## config.mk

```make
export PLATFORM = sky130hd
export DESIGN_NAME = int_request_controller
export DESIGN_NICKNAME = d
export VERILOG_FILES = /design/src/rtl/int_request_controller.sv
export SDC_FILE = /design/constraint.sdc
export NUM_CORES = 1
export LEC_CHECK = 0
export ABC_AREA = 0
export ABC_CLOCK_PERIOD_IN_PS = 1700
export CELL_PAD_IN_SITES_DETAIL_PLACEMENT = 1
export CELL_PAD_IN_SITES_GLOBAL_PLACEMENT = 1
export CORE_AREA = 2 2 65 67
export CTS_BUF_LIST = sky130_fd_sc_hd__clkbuf_4 sky130_fd_sc_hd__clkbuf_8 sky130_fd_sc_hd__clkbuf_16
export DETAILED_ROUTE_END_ITERATION = 6
export DIE_AREA = 0 0 67 69
export GPL_TIMING_DRIVEN = 0
export PLACE_DENSITY_LB_ADDON = 0.12
export SYNTH_ARGS = -nofsm -noshare
export SYNTH_HDL_FRONTEND = slang
export SYNTH_SLANG_ARGS = --single-unit
export TNS_END_PERCENT = 30
```

## constraint.sdc

```tcl
create_clock -name clk -period 1.7 [get_ports clk]
set_input_delay 0.34 -clock clk [delete_from_list [all_inputs] [get_ports clk]]
set_output_delay 0.34 -clock clk [all_outputs]
set_load 0.1 [all_outputs]
```

## src/rtl/int_request_controller.sv

```systemverilog
// Interrupt request controller: edge-captures one NMI and N_SRC maskable
// lines, prioritises them (NMI first, then highest maskable index), raises
// INTREQ toward the CAR latch control and latches the winning vector when
// the microsequencer takes the interrupt at an instruction-fetch boundary.
module int_request_controller #(
    parameter int          N_SRC    = 8,
    parameter logic [15:0] VEC_BASE = 16'hFFE0,
    parameter logic [15:0] VEC_NMI  = 16'hFFFC
) (
    input  logic             clk,
    input  logic             rst,
    input  logic [N_SRC-1:0] irq,
    input  logic [N_SRC-1:0] ien,
    input  logic             nmi,
    input  logic             GIE,
    input  logic             IF,
    input  logic             INTDONE,
    output logic             INTREQ,
    output logic [15:0]      INTVEC,
    output logic             INTNMI,
    output logic [N_SRC:0]   pend
);

    typedef enum logic {
        S_IDLE    = 1'b0,
        S_SERVICE = 1'b1
    } state_t;

    state_t           state_q, state_d;
    logic [N_SRC-1:0] irq_q;
    logic             nmi_q;
    logic [N_SRC-1:0] irq_pend_q, irq_pend_d;
    logic             nmi_pend_q, nmi_pend_d;
    logic [15:0]      vec_q, vec_d;
    logic             vec_nmi_q, vec_nmi_d;

    logic [N_SRC-1:0] irq_edge;
    logic             nmi_edge;
    logic [N_SRC-1:0] irq_elig;
    logic             any_elig;
    logic             win_nmi;
    logic [15:0]      win_vec;
    logic [N_SRC-1:0] win_mask;
    logic             accept;
    logic             intreq_c;

    // Rising edge relative to the previous sample; since the samples reset
    // to 0, a line already high at reset release counts as an edge.
    assign irq_edge = irq & ~irq_q;
    assign nmi_edge = nmi & ~nmi_q;

    // GIE and ien only mask; they never touch the pending flags themselves.
    assign irq_elig = irq_pend_q & ien & {N_SRC{GIE}};
    assign any_elig = nmi_pend_q | (|irq_elig);

    // Winner selection from registered pending state: NMI first, otherwise
    // the highest eligible maskable index (later loop iterations override).
    always_comb begin
        win_nmi  = nmi_pend_q;
        win_vec  = VEC_NMI;
        win_mask = '0;
        if (!nmi_pend_q) begin
            win_vec = VEC_BASE;
            for (int i = 0; i < N_SRC; i++) begin
                if (irq_elig[i]) begin
                    win_vec  = VEC_BASE + 16'(2 * i);
                    win_mask = N_SRC'(1) << i;
                end
            end
        end
    end

    // Two-state FSM: IDLE requests while anything is eligible, SERVICE
    // suppresses requests until the microroutine signals completion.
    always_comb begin
        state_d  = state_q;
        intreq_c = 1'b0;
        accept   = 1'b0;
        case (state_q)
            S_IDLE: begin
                intreq_c = any_elig;
                if (IF && any_elig) begin
                    accept  = 1'b1;
                    state_d = S_SERVICE;
                end
            end
            S_SERVICE: begin
                if (INTDONE) begin
                    state_d = S_IDLE;
                end
            end
            default: state_d = S_IDLE;
        endcase
    end

    // Pending and vector next-state: the winner clears on acceptance, but a
    // fresh edge in that same cycle re-sets it (set dominates clear).
    always_comb begin
        irq_pend_d = irq_pend_q | irq_edge;
        nmi_pend_d = nmi_pend_q | nmi_edge;
        vec_d      = vec_q;
        vec_nmi_d  = vec_nmi_q;
        if (accept) begin
            vec_d     = win_vec;
            vec_nmi_d = win_nmi;
            if (win_nmi) begin
                nmi_pend_d = nmi_edge;
            end else begin
                irq_pend_d = (irq_pend_q & ~win_mask) | irq_edge;
            end
        end
    end

    // State registers with synchronous active-low reset.
    always_ff @(posedge clk) begin
        if (!rst) begin
            state_q    <= S_IDLE;
            irq_q      <= '0;
            nmi_q      <= 1'b0;
            irq_pend_q <= '0;
            nmi_pend_q <= 1'b0;
            vec_q      <= 16'h0000;
            vec_nmi_q  <= 1'b0;
        end else begin
            state_q    <= state_d;
            irq_q      <= irq;
            nmi_q      <= nmi;
            irq_pend_q <= irq_pend_d;
            nmi_pend_q <= nmi_pend_d;
            vec_q      <= vec_d;
            vec_nmi_q  <= vec_nmi_d;
        end
    end

    assign INTREQ = intreq_c;
    assign INTVEC = vec_q;
    assign INTNMI = vec_nmi_q;
    assign pend   = {nmi_pend_q, irq_pend_q};

endmodule

```

==> flow_metrics.tcl <==
set metrics [dict create \
    layout_common_cells "buf_4, dfxtp_1, clkdlybuf4s15_2" \
    min_path_type "input pin to flip-flop" \
    postRouteAntennaNets 0 \
    seq_area_frac_synth_pct 43.5 \
    synth_flop_cell "dfxtp_1" \
    crit_chain "a22o_4 > a21oi_4 > a31oi_4 > buf_12" \
    drt-pass1-iter-count 2 \
    final_common_cell "buf_4" \
    yosys_warnings 0 \
    outcome "finished, violations left" \
    die_h_um 69 \
    crit_path_end_kind "output port" \
    setup_viol 1 \
    path_max_fanout 4 \
    grt_antenna_before_repair 0 \
    drv_slew 0 \
    vias_per_cell 4.64 \
    critPathArrivalTime_ns 1.38 \
    grt_usage_pct 13.7 \
    syn_nets 142 \
    finalHoldViolCount 0 \
    violations "negative setup slack" \
    drt-initial-drc-count 6 \
    critPathLaunchType "flip-flop" \
    fin_skew_ns 0.00173 \
    worstSkewPairLatency_ns 0.26 \
    fmax_ghz 0.581 \
    power.leakage_nw 0.795 \
    nets 201 \
    diodes 0 \
    pre_cts_ws_ns -1.27 \
    synth_edf_count 0 \
    fin_crit_sh_pct 101 \
    hpwl_um 2260 \
    syn2layout_area_growth_pct 64.7 \
    path_buf_inv 1 \
    ys_types 30 \
    synth_seq_cells 24 \
    layout_min_cycle_time_ns 1.72 \
    clk_pin_slew_worst_paths_ns 0.08 \
    pwr_density_cell_nw_per_um2 1020 \
    gp_congestion 0.723 \
    ctsLongestPathBuffers 2 \
    pin_count 49 \
    setup_tns_ns -0.0207 \
    numCtsBuffers 3 \
    grt_pass1_wl_um 5040 \
    path_delay_family "compound AO/OA/AOI/OAI gates" \
    power_mw 1.86 \
    cap_viol_max_count 0 \
    drive_gt1_share_pct 41.0 \
    rows 23 \
    grt_pass1_vias 1090 \
    syn_avg_cell_area_um2 9.21 \
    dieArea_um2 4620 \
    cts_sinks 24 \
    port_buffers 47 \
    final_area_um2 1820 \
    core_um2 3910 \
    crit_path_max_incr_delay_ns 0.36 \
    fin_ws_ns -0.0207 \
    wl_per_cell_um 13.6 \
    fillers 453 \
    dp.cells 217 \
    root_buffer "clkbuf_8" \
    ir_drop_mv 0.483 \
    crit_required_ns 1.36 \
    grt_max_degree 14 \
    ff2ff_setup_slack_ns 0.03 \
    synthArstFlopShare_pct 0 \
    vias 1058 \
    hold_ws_ns 0.310 \
    drc 0 \
    synth_area_um2 1100 \
    slew_headroom_pct 63.0 \
    register_area_um2 512 \
    start_util_pct 28.2 \
    final_cells 228 \
    tightest_slew_ns 0.557 \
    synthCells 120 \
    slowest_stage "dfxtp_4" \
    die_x_um 67 \
    critical_path_class "flip-flop to output port" \
    grt-ovfl-total 0 \
    routed_wl_um 3100 \
    htree_levels 1 \
    cts_tree "built" \
    multi_input_area_um2 579 \
    rsz0062_at_grt "yes" \
    utilization_pct 46.5 \
    place_area_um2 1680 \
]
## final timing paths
path	from	end	depth (start not counted)
worst max register to register	state_q	irq_pend_q[6]	5
worst min-delay path	ien[0]	irq_pend_q[0]	2
worst min register to register	irq_q[7]	irq_pend_q[7]	2
worst max-delay path	irq_pend_q[6]	INTREQ	4
## power breakdown
group          total (mW)  internal (mW)  switching (mW)
clock               0.363          0.183           0.179
combinational       0.848          0.243           0.605
sequential          0.646          0.606          0.0401
## cell usage after synthesis, drive strengths merged, types with 2 or more instances
master  instances  area, um2
o21ai           7       38.8
dfxtp          24        480
nand2          12       45.0
a21oi           5       36.3
a31oi           7       65.1
a22o            3       26.3
buf            13       97.6
inv             3       11.3
o21a            3       22.5
clkbuf          2       7.51
nor2b           9       56.3
nor3            2       10.0
nand3           5       25.0
and2           10       62.6
a32o            4       40.0
## cell families (layout without fill, tap and decap cells)
family | Yosys count | count (layout) | synth area share, %
and+or+nand+nor | 45 | 45 | 22.4
AOI/OAI and AO/OA | 32 | 32 | 23.2
DFF | 24 | 24 | 43.5
buffers and inverters | 18 | 76 | 10.5
other | 1 | 1 | 0.339
## area by class of cell
type | instances | share of cell area (%)
Inverter | 3 | 0.619
Multi-Input combinational cell | 78 | 31.8
Buffer | 15 | 5.78
Timing Repair Buffer | 54 | 27.5
Clock buffer | 4 | 2.68
Sequential cell | 24 | 28.1
Tap cell | 50 | 3.44
## worst register-to-register path: cells and delay by family, from the launching register on
kind | cells | cell delay [ns]
compound gates | 2 | 0.46
flops | 1 | 0.35
simple gates | 3 | 0.76
## flip-flops by register name, indices dropped and copies added (netlist names)
| signal | count |
|---|---|
| irq_pend_q | 8 |
| irq_q | 8 |
| INTVEC | 5 |
| nmi_pend_q | 1 |
| nmi_q | 1 |
| state_q | 1 |
## per-layer routing
layer  vias to the layer above  wire (um)  GRT usage (%)  share of wire [%]
li1                        523          -              -                  -
met4                         0         31           4.08                1.0
met5                         -          0              0                  0
met2                        32       1530           23.4                 50
met3                         4        229           3.10                7.4
met1                       499       1300           16.8                 42
## timing repair
action	4_1_cts	5_1_grt
buffers inserted	5	2
hold buffers	0	0
pin swaps	9	7
gates resized for setup	116	12
endpoints found under the setup margin	40	13
Note: power is estimated with default switching activity, not from simulation.
